File: config.mk
export PLATFORM = sky130hd
export DESIGN_NAME = gate_bist_ctrl
export DESIGN_NICKNAME = d
export VERILOG_FILES = /design/src/rtl/gate_bist_ctrl.sv
export SDC_FILE = /design/constraint.sdc
export NUM_CORES = 1
export LEC_CHECK = 0
export CAP_MARGIN = 30
export CORE_UTILIZATION = 25
export CTS_CLUSTER_DIAMETER = 100
export CTS_CLUSTER_SIZE = 28
export DETAILED_ROUTE_END_ITERATION = 16
export GPL_ROUTABILITY_DRIVEN = 0
export SLEW_MARGIN = 10
export SYNTH_ARGS = -nofsm -noshare
export SYNTH_HDL_FRONTEND = slang
export SYNTH_SLANG_ARGS = --single-unit
File: constraint.sdc
create_clock -name clk -period 2.1 [get_ports clk]
set_input_delay 0.63 -clock clk [delete_from_list [all_inputs] [get_ports clk]]
set_output_delay 0.63 -clock clk [all_outputs]
set_load 0.02 [all_outputs]
File: src/rtl/gate_bist_ctrl.sv
// BIST sequencer for a small combinational gate.
// Sweeps all input vectors, compares against a latched truth table.
module gate_bist_ctrl #(
  parameter int N_IN   = 3,
  parameter int SETTLE = 1
) (
  input  logic                 clk,
  input  logic                 rst,
  input  logic                 start,
  input  logic                 abort,
  input  logic [2**N_IN-1:0]   expected_tt,
  output logic [N_IN-1:0]      dut_in,
  input  logic                 dut_out,
  output logic                 busy,
  output logic                 done,
  output logic                 result_valid,
  output logic                 pass,
  output logic [N_IN:0]        fail_count,
  output logic [N_IN-1:0]      first_fail_vec,
  output logic                 first_fail_valid
);

  localparam int NV = 2**N_IN;
  localparam int SW = (SETTLE > 1) ? $clog2(SETTLE) : 1;
  localparam logic [SW-1:0] SET_LAST =
    SW'((SETTLE > 0) ? SETTLE - 1 : 0);
  localparam logic [N_IN-1:0] VEC_LAST = '1;
  localparam logic [N_IN:0]   FC_MAX   = (N_IN+1)'(NV);

  localparam logic [1:0] S_IDLE  = 2'd0;
  localparam logic [1:0] S_HOLD  = 2'd1;
  localparam logic [1:0] S_CHECK = 2'd2;
  localparam logic [1:0] S_DONE  = 2'd3;

  // With no settle time each vector goes straight to its compare.
  localparam logic [1:0] S_VEC = (SETTLE == 0) ? S_CHECK : S_HOLD;

  logic [1:0]        r_state;
  logic [NV-1:0]     r_tt;
  logic [N_IN-1:0]   r_dut_in;
  logic [SW-1:0]     r_settle;
  logic              r_busy;
  logic              r_done;
  logic              r_rv;
  logic              r_pass;
  logic [N_IN:0]     r_fail_cnt;
  logic [N_IN-1:0]   r_ff_vec;
  logic              r_ff_valid;

  logic              w_exp;
  logic              w_miss;
  logic              w_last;
  logic [N_IN:0]     w_fail_nxt;

  assign w_exp  = r_tt[r_dut_in];
  assign w_last = (r_dut_in == VEC_LAST);

  // An unknown gate output must fall into the mismatch branch.
  always_comb begin
    w_miss = 1'b1;
    if (dut_out == w_exp) w_miss = 1'b0;
  end

  always_comb begin
    w_fail_nxt = r_fail_cnt;
    if (w_miss && (r_fail_cnt != FC_MAX))
      w_fail_nxt = r_fail_cnt + 1'b1;
  end

  always_ff @(posedge clk or posedge rst) begin
    if (rst) begin
      r_state    <= S_IDLE;
      r_tt       <= '0;
      r_dut_in   <= '0;
      r_settle   <= '0;
      r_busy     <= 1'b0;
      r_done     <= 1'b0;
      r_rv       <= 1'b0;
      r_pass     <= 1'b0;
      r_fail_cnt <= '0;
      r_ff_vec   <= '0;
      r_ff_valid <= 1'b0;
    end else begin
      r_done <= 1'b0;
      if (abort) begin
        r_state  <= S_IDLE;
        r_busy   <= 1'b0;
        r_dut_in <= '0;
        r_settle <= '0;
        r_rv     <= 1'b0;
        r_pass   <= 1'b0;
      end else begin
        case (r_state)
          S_IDLE, S_DONE: begin
            if (start) begin
              r_tt       <= expected_tt;
              r_state    <= S_VEC;
              r_dut_in   <= '0;
              r_settle   <= '0;
              r_busy     <= 1'b1;
              r_fail_cnt <= '0;
              r_ff_vec   <= '0;
              r_ff_valid <= 1'b0;
              r_rv       <= 1'b0;
              r_pass     <= 1'b0;
            end
          end
          S_HOLD: begin
            if (r_settle == SET_LAST) begin
              r_settle <= '0;
              r_state  <= S_CHECK;
            end else begin
              r_settle <= r_settle + 1'b1;
            end
          end
          S_CHECK: begin
            r_fail_cnt <= w_fail_nxt;
            if (w_miss && !r_ff_valid) begin
              r_ff_vec   <= r_dut_in;
              r_ff_valid <= 1'b1;
            end
            if (w_last) begin
              r_state <= S_DONE;
              r_busy  <= 1'b0;
              r_done  <= 1'b1;
              r_rv    <= 1'b1;
              r_pass  <= (w_fail_nxt == '0);
            end else begin
              r_dut_in <= r_dut_in + 1'b1;
              r_state  <= S_VEC;
            end
          end
          default: r_state <= S_IDLE;
        endcase
      end
    end
  end

  assign dut_in           = r_dut_in;
  assign busy             = r_busy;
  assign done             = r_done;
  assign result_valid     = r_rv;
  assign pass             = r_pass;
  assign fail_count       = r_fail_cnt;
  assign first_fail_vec   = r_ff_vec;
  assign first_fail_valid = r_ff_valid;

endmodule

==> metrics.md, run 1 <==
| Metric | Value |
|---|---|
| Status | completed |
| Slowest Stage Delay on Critical Path | 0.64 ns |
| Die Area | 6030 um^2 |
| DR iter-0 viols | 65 |
| Tmin final | 2.01 ns |
| Sequential area share after synthesis | 43.7% |
| Starting Density | 26.0% |
| Initial antenna violation count | 0 |
| Flop2flop setup slack | 0.09 ns |
| Main synth FF type | dfrtp_1 |
| Synth cell types | 43 |
| Gr usage total | 11.2% |
| Post-CTS Setup Inserts | 0 |
| Die span in y | 77.6 um |
| Root buf cell | clkbuf_8 |
| Arrival time at the worst endpoint | 1.38 ns |
| Fraction of registers with async set/reset | 100% |
| Sink Count | 25 |
| Global-route wire length before repair | 5.40 mm |
| FF-to-FF path depth | 6 |
| Num CTS Buffers | 3 |
| Post-Syn Instances | 141 |
| Final Cycle Share | 95.9% |
| H-tree depth reported by CTS | 1 |
| RR Startpoint | dut_in[0] |
| Worst Setup EP | fail_count[0] |
| Post-synthesis mux area share | 13.1% |
| Slew @ Worst Pin | 0.329 ns |
| Critical Path Fanout Max | 7 |
| Die X | 77.6 um |
| Synth Area in Adders | 6.12% |
| XOR/XNOR Fraction of Synth Area | 0.612% |
| Std-Cell Rows | 27 |
| Largest net degree at the start of global routing | 26 |
| Drt first pass iters | 5 |
| Total gr overflow | 0 |
| Crit. End Element | primary output |
| CTS tree | built |
| Fmax | 0.496 GHz |
| Overall power | 1.25 mW |
| Cell Area, Synth | 1430 um^2 |
| Pwr dens | 627 nW/um^2 |
| Unrepaired setup endpoints after global routing | false |
| Port Buffers | 27 |
| DR DRC count | 0 |
| Top delay family on crit path | buffers and inverters |
| Required time worst endpoint | 1.47 ns |
| CP Class | flop to primary output |
| Yosys reg bits | 25 |
| Post-route cell area | 2000 um^2 |
| Max-slew violations | 0 |
| CTS Buffer Depth | 2 |
| Clock skew | 0.00231 ns |
| Simple-gate area share of the yosys netlist | 16.3% |
| Synthesis Warnings | 0 |
| Synth top area share | 43.7% |
| CP Launch Type | flop |
| Routed vias | 1195 |
| MaxCap Viol Count | 0 |
| Main combinational cell family by area after synthesis | simple AND/OR/NAND/NOR gates |
| Critical path buffers and inverters | 1 |
| Post-synth top cells | 25 x dfrtp_1, 20 x nand2_1, 10 x inv_1, 10 x mux2_2, 9 x a21oi_1 |
| Most common cell in the synthesized netlist | dfrtp_1 |
| Core box area | 5510 um^2 |
| Routed WL | 3.14 mm |
| Final HPWL DP | 2.42 mm |
| Compound-cell area share of the yosys netlist | 15.9% |
| Slowest CP cell | clkdlybuf4s50_1 |
| Area growth from synthesis to layout | 39.9% |
| Drt via density | 4.56 |
| Min-delay src | pass |
| Slew headroom | 78.1% |
| Max VDD drop | 0.330 mV |
| Hold Vio Cnt, Final | 0 |
| Number of nets in the layout | 211 |
| Fraction of layout cells with a size suffix above 1 | 24.2% |
| Antenna Nets Post-Route | 0 |
| Post-synthesis average cell area | 10.1 um^2 |
| Number of antenna diodes | 0 |
| Vias in the first global route | 1172 |
| Fin util | 36.3% |
| Placed Area | 1940 um^2 |
| Reg2reg end | pass |
| Post-synth EDFFs | 0 |
| Fillers | 556 |
| Critical-path cell list | clkdlybuf4s50_1 |
| Lkg Pwr | 0.896 nW |
| Top cells by area, synth | dfrtp_1 44%, mux2_2 7.9%, ha_1 6.1% |
| Crit path depth | 1 |
| Worst Setup SP | fail_count[0] |
| Hold Path Class | flop to flop |
| Io pins | 28 |
| Dominant cell type by area after synthesis | dfrtp_1 |
| Syn Nets | 161 |
| Final setup vio count | 0 |
| Routed wire length per instance | 12.0 um |
| Clock-pin slew on the worst setup and hold paths | 0.10 ns |
| Clk_lat worst skew | 0.27 ns |
==> repair_timing <==
action | in CTS | in global routing
endpoints found under the setup margin | 1 | 3
hold endpoints to repair | 0 | 0
hold buffers | 0 | 0
gates resized for setup | 1 | 3
==> logic make-up after synthesis <==
logic type | Yosys count
xor gates and xnor gates | 1
AOI/OAI and AO/OA | 31
DFF | 25
buffers and inverters | 14
and+or+nand+nor | 46
muxes | 17
adders and majority gates | 7
==> where the power goes <==
part           internal [mW]  total [mW]  switching, mW
Combinational          0.203       0.369          0.165
Sequential             0.541       0.577         0.0362
Clock                  0.139       0.309          0.169
Total                  0.883        1.25          0.371
==> routing by layer <==
layer	wire length [um]	global-route usage, %	vias up
met5	0	0	-
met4	0	1.13	0
met3	125	2.82	0
met2	1550	18.8	28
met1	1470	14.8	567
li1	-	-	600
==> state kept, by name, indices dropped and copies added (netlist names) <==
name / cells
r_tt: 8
fail_count: 4
dut_in: 3
first_fail_vec: 3
r_state: 2
busy: 1
done: 1
first_fail_valid: 1
pass: 1
result_valid: 1
==> worst min path at each step <==
stage	slack (ns)	cells past startpoint	endpoint
detailed placement	0.49	1	r_tt[2]
floorplan	0.48	1	r_tt[0]
global placement	0.49	1	r_tt[0]
finish	0.50	2	pass
global route	0.53	1	r_tt[2]
CTS	0.52	2	pass
==> metrics by stage <==
| stage | cells | setup WS, ns | setup TNS (ns) | hold slack, ns |
|---|---|---|---|---|
| detailed placement | 258 | -0.113 | -0.512 | 0.493 |
| global placement | 258 | -0.0861 | -0.548 | 0.488 |
| floorplan | 141 | 0.000406 | 0 | 0.479 |
| CTS | 262 | 0.0102 | 0 | 0.517 |
| global route | 262 | 0.00696 | 0 | 0.534 |
| finish | 262 | 0.0851 | 0 | 0.504 |
==> cell type report <==
| type | instances | area (um^2) | area share (%) |
|---|---|---|---|
| clock buffers | 3 | 41.3 | 2.06 |
| clock inverters | 1 | 8.76 | 0.438 |
| inverters | 11 | 41.3 | 2.06 |
| multi-input cells | 102 | 748 | 37.4 |
| flip-flops and latches | 25 | 628 | 31.4 |
| well taps | 72 | 90.1 | 4.50 |
| repair buffers | 48 | 443 | 22.1 |
==> layout by cell type, fill, tap and decap left out, drive strengths merged, types with 2 or more instances in the layout <==
cell	netlist	routed
inv	10	11
mux2i	6	6
nand2	20	20
nor2b	2	2
o31ai	2	2
mux2	11	11
o21ai	6	6
dfrtp	25	25
ha	7	7
a22o	2	2
and3	2	2
nand3	2	2
clkbuf	2	3
nor2	7	7
buf	1	21
a21oi	9	9
nor4	2	2
nand2b	2	2
o32ai	2	2
and2	2	2
clkdlybuf4s50	0	26
No activity file was read; power rests on OpenSTA's default activity.
==> run 2: changes to the inputs <==
CORE_ASPECT_RATIO = 1.4   (was not set)
==> metrics.md, run 2 (same netlist as run 1, synthesis figures left out) <==
| Metric | Value |
|---|---|
| CTS Buffer Depth | 2 (unchanged) |
| Die X | 65.9 um (-15%) |
| Drt first pass iters | 4 (-1) |
| Global-route wire length before repair | 5.66 mm (+5.0%) |
| Hold Vio Cnt, Final | 0 (unchanged) |
| Post-CTS Setup Inserts | 0 (unchanged) |
| Clock skew | 0.0112 ns (+0.00886 ns) |
| Area growth from synthesis to layout | 38.4% |
| Overall power | 1.23 mW (-1.7%) |
| CTS tree | built |
| Net Sw Frac | 29.3% (-0.27 points) |
| Number of antenna diodes | 0 (unchanged) |
| Final setup vio count | 0 (unchanged) |
| Routed wire length per instance | 12.4 um (+3.5%) |
| Required time worst endpoint | 1.47 ns (about the same) |
| Placed Cells incl. Taps | 252 (-2.3%) |
| Port Buffers | 27 (unchanged) |
| Number of nets in the layout | 209 (-0.95%) |
| Most frequent cells in the layout | 24 x dfrtp_1, 24 x clkdlybuf4s50_1, 20 x nand2_1 |
| Placed Area | 1920 um^2 (-1.0%) |
| DR DRC count | 0 (unchanged) |
| Setup TNS | 0 ns (unchanged) |
| CP Class | flop to primary output |
| Slowest CP cell | clkdlybuf4s50_1 |
| Hold Path Class | flop to flop |
| Die Area | 6030 um^2 (about the same) |
| Combinational share of power | 29.0% (-0.4 points) |
| Fraction of layout cells with a size suffix above 1 | 22.9% (-1.3 points) |
| Unrepaired setup endpoints after global routing | false |
| Starting Density | 25.9% (-0.088 points) |
| Post-route cell area | 1980 um^2 (-1.1%) |
| Antenna Nets Post-Route | 0 (unchanged) |
| Crit. End Element | primary output |
| CP Launch Type | flop |
| Drt via density | 4.79 (+5.0%) |
| Routed WL | 3.18 mm (+1.1%) |
| Initial antenna violation count | 0 (unchanged) |
| Clk_lat worst skew | 0.28 ns (about the same) |
| Slew headroom | 78.0% (about the same) |
| Lkg Pwr | 0.906 nW (+1.2%) |
| Max FFs per register | 8 (unchanged) |
| H-tree depth reported by CTS | 1 (unchanged) |
| Fin util | 35.8% (-0.51 points) |
| Max VDD drop | 0.246 mV (-25%) |
| Final HPWL DP | 2.39 mm (-1.1%) |
| Sink Count | 25 (unchanged) |
| Status | completed |
| Final Cycle Share | 96.4% (+0.43 points) |
| Dpl ws | -0.135 ns (-0.0215 ns) |
| Arrival time at the worst endpoint | 1.39 ns (about the same) |
| Net switching power | 0.361 mW (-2.6%) |
| Io pins | 28 (unchanged) |
| Hold slack final | 0.494 ns (-0.00983 ns) |
| Worst setup margin | 0.0760 ns (-0.00907 ns) |
| Root buf cell | clkbuf_8 |
| Critical path buffers and inverters | 1 (unchanged) |
| Post-Layout Cell Count | 256 (-2.3%) |
| Top delay family on crit path | buffers and inverters |
| Fmax | 0.494 GHz (-0.45%) |
| Slowest Stage Delay on Critical Path | 0.65 ns (about the same) |
| Critical Path Fanout Max | 7 (unchanged) |
| Internal Power | 0.872 mW (-1.3%) |
| Critical-path cell list | clkdlybuf4s50_1 |
| Vias in the first global route | 1272 (+8.5%) |
| Std-Cell Rows | 32 (+19%) |
| Core box area | 5530 um^2 (+0.34%) |
| Tmin final | 2.02 ns (+0.00907 ns) |
| Slew @ Worst Pin | 0.330 ns (+0.000695 ns) |
| Clock-pin slew on the worst setup and hold paths | 0.10 ns (about the same) |
| Num CTS Buffers | 3 (unchanged) |
| Largest net degree at the start of global routing | 26 (unchanged) |
| Most flop-heavy register | r_tt |
| Total gr overflow | 0 (unchanged) |
| Gr usage total | 12.2% (+1.0 points) |
| DR iter-0 viols | 96 (+48%) |
| Max-slew violations | 0 (unchanged) |
| Pwr dens | 623 nW/um^2 (-0.63%) |
| Clock share of power | 24.2% (-0.4 points) |
| Routed vias | 1226 (+2.6%) |
| Die span in y | 91.5 um (+18%) |
| MaxCap Viol Count | 0 (unchanged) |
| Seq pwr share | 46.8% (+0.8 points) |
run 2: timing repair:
| item | CTS | global route |
|---|---|---|
| hold buffers | 0 | 0 |
| endpoints found under the setup margin | 1 | 3 |
| pin swaps | 0 | 0 |
| gates resized for setup | 2 | 3 |
run 2: path summary, 6_finish.rpt:
path,start,end,slack [ns],cells after the start
max in group asynchronous,rst,dut_in[0],1.11,3
min,pass,pass,0.49,2
max,fail_count[0],fail_count[0],0.08,1
max reg2reg,dut_in[0],pass,0.12,7
min in group asynchronous,rst,pass,0.70,3
min reg2reg,pass,pass,0.49,2
run 2: power groups by stage:
stage	Sequential [mW]	Clock [mW]	Combinational, mW
floorplan	0.584	0	0.228
global placement	0.585	0	0.353
detailed placement	0.588	0	0.359
CTS	0.578	0.317	0.360
global route	0.587	0.335	0.395
finish	0.578	0.298	0.358
run 2: metal layers:
metal,global-route usage (%),share of wire (%),vias up
met4,6.88,3.0,0
met5,0,0,-
met1,14.9,42,587
met3,2.51,4.6,10
met2,19.5,50,37
li1,-,-,592
run 2: area by class of cell:
type	count	area [um^2]
multi-input cells	102	748
well taps	68	85.1
clock buffers	3	41.3
clock inverters	1	7.51
inverters	11	41.3
flip-flops and latches	25	627
repair buffers	46	429
fillers	585	3550
run 2: worst register-to-register path, cell delays in order (launching register included):
cell	delay [ns]
dfrtp_2	0.46
buf_4	0.17
mux2i_1	0.13
a2bb2oi_2	0.26
and3b_4	0.25
o21ai_1	0.10
a221o_1	0.37
o31ai_2	0.16
==> run 3: changes to the inputs <==
clock period = 2.24 ns   (was 2.1 ns; I/O delays follow)
==> metrics.md, run 3 (same netlist as run 1, synthesis figures left out) <==
| Metric | Value |
|---|---|
| Status | completed |
| Arrival time at the worst endpoint | 2.29 ns (+0.90 ns) |
| Die span in y | 91.5 um (unchanged) |
| Drt first pass iters | 4 (unchanged) |
| Met3 WL | 123 um (-15%) |
| MaxCap Viol Count | 0 (unchanged) |
| Hold Vio Cnt, Final | 0 (unchanged) |
| Io pins | 28 (unchanged) |
| Root buf cell | clkbuf_8 |
| Routed vias | 1185 (-3.3%) |
| Std-Cell Rows | 32 (unchanged) |
| Final Cycle Share | 94.1% |
| Max VDD drop | 0.376 mV (+53%) |
| Critical Path Fanout Max | 8 (+1) |
| Clk_lat worst skew | 0.27 ns (about the same) |
| Area growth from synthesis to layout | 36.0% |
| Final setup vio count | 0 (unchanged) |
| Hold slack final | 0.504 ns (+0.0101 ns) |
| CP Class | flop to flop |
| Pwr dens | 591 nW/um^2 (-5.1%) |
| Critical-path cell list | buf_4, mux2_4, a2bb2oi_2, a21boi_1, o21ai_1, a221o_1, o31ai_2 |
| Core box area | 5530 um^2 (unchanged) |
| RR Startpoint | dut_in[0] |
| H-tree depth reported by CTS | 1 (unchanged) |
| Largest net degree at the start of global routing | 26 (unchanged) |
| Clock skew | 0.00868 ns (-0.00249 ns) |
| Initial antenna violation count | 0 (unchanged) |
| Vias in the first global route | 1188 (-6.6%) |
| Die Area | 6030 um^2 (unchanged) |
| Required time worst endpoint | 2.43 ns (+0.96 ns) |
| Fillers | 587 (+0.34%) |
| Starting Density | 25.9% (unchanged) |
| Post-CTS Setup Inserts | 0 (unchanged) |
| Hold Path Class | flop to flop |
| Number of antenna diodes | 0 (unchanged) |
| Routed WL | 3.12 mm (-1.8%) |
| Total gr overflow | 0 (unchanged) |
| CTS Buffer Depth | 2 (unchanged) |
| Post_cts resized | 0 (-2) |
| DR DRC count | 0 (unchanged) |
| Most common cell after layout, fill and taps aside | clkdlybuf4s50_1 |
| Antenna Nets Post-Route | 0 (unchanged) |
| Slew @ Worst Pin | 0.338 ns (+0.00785 ns) |
| Slowest CP cell | dfrtp_1 |
| Slew headroom | 77.5% (-0.52 points) |
| Clock-pin slew on the worst setup and hold paths | 0.09 ns (about the same) |
| Drt via density | 4.68 (-2.2%) |
| Lkg Pwr | 0.856 nW (-5.6%) |
| Most frequent cells in the layout | 27 x clkdlybuf4s50_1, 25 x dfrtp_1, 20 x nand2_1 |
| Min-delay src | pass |
| CTS Hold Buffers Added | 0 (unchanged) |
| Metal-1 WL | 1.39 mm (+4.1%) |
| Routed wire length per instance | 12.3 um (-0.66%) |
| Port Buffers | 27 (unchanged) |
| Tmin final | 2.11 ns |
| Met2 routed WL | 1.57 mm (-1.8%) |
| CTS tree | built |
| Final HPWL DP | 2.41 mm (+0.78%) |
| CP Launch Type | flop |
| Fraction of layout cells with a size suffix above 1 | 20.5% (-2.3 points) |
| Most flop-heavy register | r_tt |
| Sink Count | 25 (unchanged) |
| Die X | 65.9 um (unchanged) |
| Fmax | 0.475 GHz |
| Gr usage total | 11.5% (-0.68 points) |
| Max-slew violations | 0 (unchanged) |
| Unrepaired setup endpoints after global routing | false |
| DR iter-0 viols | 53 (-45%) |
| Flop2flop setup slack | 0.13 ns (about the same) |
| Setup TNS | 0 ns (unchanged) |
| Crit. End Element | flop |
| Max FFs per register | 8 (unchanged) |
| Global-route wire length before repair | 5.38 mm (-5.0%) |
| Num CTS Buffers | 3 (unchanged) |
| Worst Setup SP | dut_in[0] |
| Number of nets in the layout | 206 (-1.4%) |
| Top Metal Used | met4 |
| Slowest Stage Delay on Critical Path | 0.37 ns (-0.28 ns) |
-- run 3: per-layer routing --
layer	vias to the layer above	GRT usage [%]
met2	27	19.2
met4	0	2.90
li1	590	-
met1	564	14.5
met5	-	0
met3	4	2.89
-- run 3: worst max-delay path, delay by kind of cell (launching register included) --
kind                   cells  cell delay (ns)
muxes                      1             0.31
buffers and inverters      1             0.17
AOI/OAI and AO/OA          5             1.18
DFF                        1             0.37
-- run 3: cell type report --
class,instances,area (um^2),area share [%]
Timing Repair Buffer,43,403,20.7
Clock inverter,1,5.00,0.257
Inverter,11,41.3,2.12
Sequential cell,25,626,32.2
Tap cell,68,85.1,4.37
Multi-Input combinational cell,102,744,38.3
Clock buffer,3,41.3,2.12
-- run 3: worst paths after layout --
check / cells past startpoint / endpoint
setup / recovery: 7 / pass
hold / removal: 2 / pass
setup reg to reg: 7 / pass
hold reg to reg: 2 / pass
max in group asynchronous: 3 / r_tt[5]
min in group asynchronous: 3 / busy
-- run 3: stage by stage --
stage / area (um^2) / instances / worst slack [ns] / utilization (%) / power [mW]
after CTS: 1950 / 253 / 0.122 / 35.2 / 1.17
after global placement: 1900 / 249 / 0.0210 / 34.4 / 0.884
after global routing: 1950 / 253 / 0.0218 / 35.2 / 1.23
after floorplan: 1430 / 141 / 0.140 / - / 0.761
final: 1950 / 253 / 0.133 / 35.2 / 1.15
after detailed placement: 1900 / 249 / -0.0232 / 34.4 / 0.894
-- run 3: power by group --
part	internal, mW	switching (mW)	total (mW)
combinational	0.185	0.157	0.343
clock	0.124	0.145	0.269
sequential	0.507	0.0309	0.538
total	0.816	0.333	1.15
